## src/rtl/fifo_pkg.sv

```systemverilog
// rtl/fifo_pkg.sv - shared constants for the FIFO read streamer
package fifo_pkg;

  localparam int DATA_WIDTH_DEF = 8;

  localparam logic [1:0] ST_IDLE  = 2'd0;
  localparam logic [1:0] ST_RUN   = 2'd1;
  localparam logic [1:0] ST_DRAIN = 2'd2;

endpackage

```

## src/rtl/fifo_skid_buf.sv

```systemverilog
// rtl/fifo_skid_buf.sv - 2-entry order-preserving buffer, head register drives the output
module fifo_skid_buf #(
  parameter int W = 9
) (
  input  logic         clk,
  input  logic         rst,
  input  logic         push,
  input  logic [W-1:0] push_data,
  input  logic         pop,
  output logic [1:0]   occ,
  output logic [W-1:0] head
);

  logic [1:0]   occ_q, occ_d;
  logic [W-1:0] head_q, head_d;
  logic [W-1:0] tail_q, tail_d;

  always_comb begin
    occ_d  = occ_q;
    head_d = head_q;
    tail_d = tail_q;
    case (occ_q)
      2'd0: begin
        if (push) begin
          head_d = push_data;
          occ_d  = 2'd1;
        end
      end
      2'd1: begin
        if (push && pop) begin
          head_d = push_data;
        end else if (push) begin
          tail_d = push_data;
          occ_d  = 2'd2;
        end else if (pop) begin
          occ_d = 2'd0;
        end
      end
      default: begin
        // Full: the issue rule only allows a push here together with a pop.
        if (pop) begin
          head_d = tail_q;
          if (push) begin
            tail_d = push_data;
          end else begin
            occ_d = 2'd1;
          end
        end
      end
    endcase
  end

  always_ff @(posedge clk) begin
    if (rst) begin
      occ_q  <= 2'd0;
      head_q <= '0;
      tail_q <= '0;
    end else begin
      occ_q  <= occ_d;
      head_q <= head_d;
      tail_q <= tail_d;
    end
  end

  assign occ  = occ_q;
  assign head = head_q;

endmodule

```

## src/rtl/fifo_rd_streamer.sv

```systemverilog
// rtl/fifo_rd_streamer.sv - read-side master draining a parity FIFO onto a valid/ready stream
module fifo_rd_streamer
  import fifo_pkg::*;
#(
  parameter int DATA_WIDTH = DATA_WIDTH_DEF,
  parameter int CNT_WIDTH  = 16
) (
  input  logic                  clk,
  input  logic                  rst,
  input  logic                  en,
  input  logic                  cnt_clr,
  output logic                  fifo_rd_en,
  input  logic [DATA_WIDTH-1:0] fifo_rd_data,
  input  logic                  fifo_empty,
  input  logic                  fifo_par_err,
  input  logic                  fifo_underflow,
  output logic                  m_valid,
  output logic [DATA_WIDTH-1:0] m_data,
  output logic                  m_err,
  input  logic                  m_ready,
  output logic                  busy,
  output logic                  proto_err,
  output logic [CNT_WIDTH-1:0]  word_cnt,
  output logic [CNT_WIDTH-1:0]  err_cnt
);

  localparam logic [CNT_WIDTH-1:0] CNT_ONE = {{(CNT_WIDTH-1){1'b0}}, 1'b1};

  logic [1:0]           state_q, state_d;
  logic                 infl_q, infl_d;
  logic                 proto_err_q, proto_err_d;
  logic [CNT_WIDTH-1:0] word_cnt_q, word_cnt_d;
  logic [CNT_WIDTH-1:0] err_cnt_q, err_cnt_d;

  logic [1:0]           occ;
  logic [DATA_WIDTH:0]  head;
  logic                 pop;
  logic                 room;

  fifo_skid_buf #(.W(DATA_WIDTH + 1)) u_buf (
    .clk       (clk),
    .rst       (rst),
    .push      (infl_q),
    .push_data ({fifo_par_err, fifo_rd_data}),
    .pop       (pop),
    .occ       (occ),
    .head      (head)
  );

  assign m_valid = (occ != 2'd0);
  assign m_data  = head[DATA_WIDTH-1:0];
  assign m_err   = head[DATA_WIDTH];
  assign pop     = m_valid & m_ready;

  // Count the word already in flight so a slot is reserved before its data returns.
  assign room       = ({1'b0, occ} + {2'b00, infl_q}) < (3'd2 + {2'b00, pop});
  assign fifo_rd_en = ~rst & en & ~fifo_empty & (state_q != ST_DRAIN) & room;

  always_comb begin
    state_d     = state_q;
    infl_d      = fifo_rd_en;
    proto_err_d = proto_err_q | fifo_underflow;
    word_cnt_d  = word_cnt_q;
    err_cnt_d   = err_cnt_q;

    case (state_q)
      ST_IDLE: begin
        if (en) state_d = ST_RUN;
      end
      ST_RUN: begin
        if (!en) state_d = ((occ != 2'd0) || infl_q) ? ST_DRAIN : ST_IDLE;
      end
      ST_DRAIN: begin
        if (en) begin
          state_d = ST_RUN;
        end else if ((occ == 2'd0) && !infl_q) begin
          state_d = ST_IDLE;
        end
      end
      default: state_d = ST_IDLE;
    endcase

    if (cnt_clr) begin
      word_cnt_d = '0;
      err_cnt_d  = '0;
    end else if (pop) begin
      if (!(&word_cnt_q))         word_cnt_d = word_cnt_q + CNT_ONE;
      if (m_err && !(&err_cnt_q)) err_cnt_d  = err_cnt_q + CNT_ONE;
    end
  end

  always_ff @(posedge clk) begin
    if (rst) begin
      state_q     <= ST_IDLE;
      infl_q      <= 1'b0;
      proto_err_q <= 1'b0;
      word_cnt_q  <= '0;
      err_cnt_q   <= '0;
    end else begin
      state_q     <= state_d;
      infl_q      <= infl_d;
      proto_err_q <= proto_err_d;
      word_cnt_q  <= word_cnt_d;
      err_cnt_q   <= err_cnt_d;
    end
  end

  assign busy      = (state_q != ST_IDLE);
  assign proto_err = proto_err_q;
  assign word_cnt  = word_cnt_q;
  assign err_cnt   = err_cnt_q;

endmodule

```

## config.mk

```make
export PLATFORM = sky130hd
export DESIGN_NAME = fifo_rd_streamer
export DESIGN_NICKNAME = d
export VERILOG_FILES = /design/src/rtl/fifo_pkg.sv /design/src/rtl/fifo_skid_buf.sv /design/src/rtl/fifo_rd_streamer.sv
export SDC_FILE = /design/constraint.sdc
export NUM_CORES = 1
export LEC_CHECK = 0
export BUFFER_PORTS_ARGS = -buffer_cell sky130_fd_sc_hd__buf_2
export CAP_MARGIN = 20
export CORE_MARGIN = 4
export CORE_UTILIZATION = 49
export DETAILED_ROUTE_END_ITERATION = 10
export GPL_TIMING_DRIVEN = 0
export PLACE_DENSITY = 0.76
export SYNTH_ARGS = -nofsm -noshare
export SYNTH_HDL_FRONTEND = slang
export SYNTH_SLANG_ARGS = --single-unit
```

## constraint.sdc

```tcl
create_clock -name clk -period 1.75 [get_ports clk]
set_input_delay 0.35 -clock clk [delete_from_list [all_inputs] [get_ports clk]]
set_output_delay 0.35 -clock clk [all_outputs]
set_load 0.01 [all_outputs]
```

==> results.cfg <==
[outcome]
outcome = finished with violations
failed_checks = setup timing

[pwr]
max-vdd-ir-drop_mv = 0.5633
power.density_cell_area_nw_per_um2 = 627.1
total_leakage_power_nw = 1.379

[logic_synthesis]
avgSynthCellArea_um2 = 8.834
synth-warning-count = 0
yosys.cell_types.count = 53
postSynthCellCount = 316
synth-main-ff-cell = dfxtp_1
synth-edff-count = 0
synthesis.nets = 336
synth.ff_latch_count = 56
async_reset_ff_frac = 0
synth-seq-area-share = 0.4016
synth.cell_area_um2 = 2791

[floorplanning]
floorplan.initialDensity = 0.5069
die_width_um = 83.48
pin_count = 61
placementRows = 27
die_area_um2 = 6968
design.core.area_um2 = 5507
die-height_um = 83.48

[clocking]
tritoncts = yes
bufs_on_longest_clock_path = 2
master_cell_of_the_clock_root_buffer = clkbuf_8
worst_skew_pair.late_latency_ns = 0.31
clkSinkCount = 56
cts.htree.levels = 2
clkTransAtPathRegs_ns = 0.10
numCtsBuffers = 5

[layout]
flow.area_growth_from_synthesis_pct = 24.25
insertedDiodeCount = 0
utilization = 0.6299
mostFrequentLayoutCells = buf_2 (63), dfxtp_1 (44), nor2_1 (28)
multi_input_comb_area_um2 = 1652
drive_gt1_frac = 0.3154
final.fill_count = 471
final-seq-area_um2 = 1136
leading_cell_type_in_the_layout_fill_and_taps_excluded = buf_2
final_nets = 409

[setup_path]
critical_path_buf_inv_count = 1
worst_setup_path_start_kind = register
crit_chain = ha_4 -> ha_4 -> a2111oi_4 -> and2_1 -> buf_2
worst_r2r_path_depth = 5
cp-end-kind = primary output
worst_ep_required_time_ns = 1.40
startpoint = infl_q
cpLargestDelayFamily = flip-flops
timing.rr.end = word_cnt[13]
crit_path_max_incr_delay_ns = 0.35
worstPathArrival_ns = 1.51
worst_path_most_repeated_cell = ha_4
timing_worst_setup_path_type = reg2out
cp_max_fo = 2
slowest_cell_on_the_critical_path = dfxtp_2
worst-r2r-setup-slack_ns = -0.09
rr_startpoint = u_buf.occ[0]

[timing]
report.final.setup_viol = 3
clock.fmax_mhz = 537.9
worst-slew-pin-transition_ns = 0.5120
timing.final.hold_violations = 0
worst_slack_ns = -0.1093
final_period_minus_worst_setup_slack_ns = 1.859
final_max_slew_viol_count = 0
grt_setup_unrepaired = true
worst_hold_slack_ns = 0.2063
worst_slew_margin_rel = 0.6587
post_route_clock_period_utilization = 1.062
skew_ns = 0.005410

[flow_run]
max_cap_violations = 0

[route]
avg_wl_per_cell_um = 15.29
antenna_nets_post_route = 0
drt_drc_violations_left = 0
met2RoutedLength_um = 3433
drtPass1Iterations = 4
top_layer_used = met4
route.detailed.vias_per_inst = 5.872
detail_route.wirelength_um = 7062
total_via_count_in_the_routed_design = 2713
met3_wire_len_um = 500
drt-initial-drc-count = 190
met1_length_um = 3025

[placed_design]
gp_congestion = 0.8486
dp_hpwl_um = 4858
port_buffers = 59

[min_path]
holdPathStages = 2
hold_path.startpoint = en
hold_path_class = in2reg
end_point_of_the_most_critical_hold_path = state_q[1]

[global_route]
track_usage = 0.1981
grt_antenna_before_repair = 0
globalRoute.totalOverflow = 0
grt_first_pass_wirelength_um = 11840
grt_start_max_net_pins = 18
grt_pass1_vias = 2538
[cell families after synthesis]
| logic type | synth area share |
|---|---|
| buffers and inverters | 0.05110 |
| flip-flops | 0.4016 |
| XOR/XNOR | 0.009415 |
| AO/OA/AOI/OAI | 0.1820 |
| AND/OR/NAND/NOR | 0.2591 |
| adder cells (fa/ha/maj) | 0.01793 |
| multiplexers | 0.07889 |
[report_power, final]
group	leakage [nW]	internal [mW]	switching [mW]
registers	0.459	1.29	0.0115
logic	0.872	0.0662	0.0940
clock network	0.0479	0.280	0.432
[state kept, by name, summed over array words and instances (netlist names)]
signal and cells:
word_cnt 16, err_cnt 16, infl_q 1, proto_err 1, state_q 2, u_buf.head 9, u_buf.occ 2, u_buf.tail_q 9
[metal layers]
metal | up-vias | global-route usage
met4 | 0 | 0.04532
met1 | 1276 | 0.2408
met5 | - | 0
li1 | 1340 | -
met2 | 88 | 0.3469
met3 | 9 | 0.05627
[cell type report]
class	count	share of cell area
tap	72	0.02597
buffer	17	0.03391
clock inverter	3	0.005411
clock buffer	5	0.01984
timing repair buffer	68	0.1046
inverter	6	0.006493
multi-input combinational	235	0.4762
sequential	56	0.3276
[worst max path at each step]
stage	to	cells after the start	slack, ns
floorplan	word_cnt[15]	4	0.001
global placement	err_cnt[9]	6	-0.30
detailed placement	err_cnt[11]	6	-0.30
CTS	fifo_rd_en	5	-0.18
global route	fifo_rd_en	5	-0.19
finish	fifo_rd_en	5	-0.11
[stage by stage]
step / setup WS [ns] / area, um^2 / setup TNS, ns / instances / total power, mW
floorplan: 0.001036 / 2791 / 0 / 316 / 1.422
global placement: -0.2950 / 3177 / -2.774 / 447 / 1.479
detailed placement: -0.2971 / 3177 / -3.250 / 447 / 1.482
CTS: -0.1762 / 3353 / -0.3654 / 457 / 2.188
global route: -0.1901 / 3468 / -0.6849 / 462 / 2.269
finish: -0.1093 / 3468 / -0.2819 / 462 / 2.175
[cell usage after synthesis (5+ instances only)]
| master | n | area (um^2) |
|---|---|---|
| o21ai_0 | 13 | 65.06 |
| o31ai_1 | 10 | 75.07 |
| a211oi_1 | 10 | 75.07 |
| dfxtp_1 | 56 | 1121 |
| nand3_1 | 19 | 95.09 |
| inv_1 | 6 | 22.52 |
| nor2_1 | 29 | 108.9 |
| clkbuf_1 | 9 | 33.78 |
| or3_1 | 9 | 56.30 |
| mux2i_1 | 22 | 220.2 |
| and2_1 | 5 | 31.28 |
| a21oi_1 | 26 | 130.1 |
| nand2_1 | 22 | 82.58 |
| or4_1 | 10 | 75.07 |
| nand4_1 | 7 | 43.79 |
[timing repair]
item / 4_1_cts / 5_1_grt
pin swaps: 5 / 5
hold buffers: 0 / 0
setup buffers: 3 / 5
gates resized for setup: 18 / 26
setup endpoints to repair: 25 / 33
gates cloned: 1 / 0
hold endpoints to repair: 0 / 0
(Power assumes the default switching activity.)
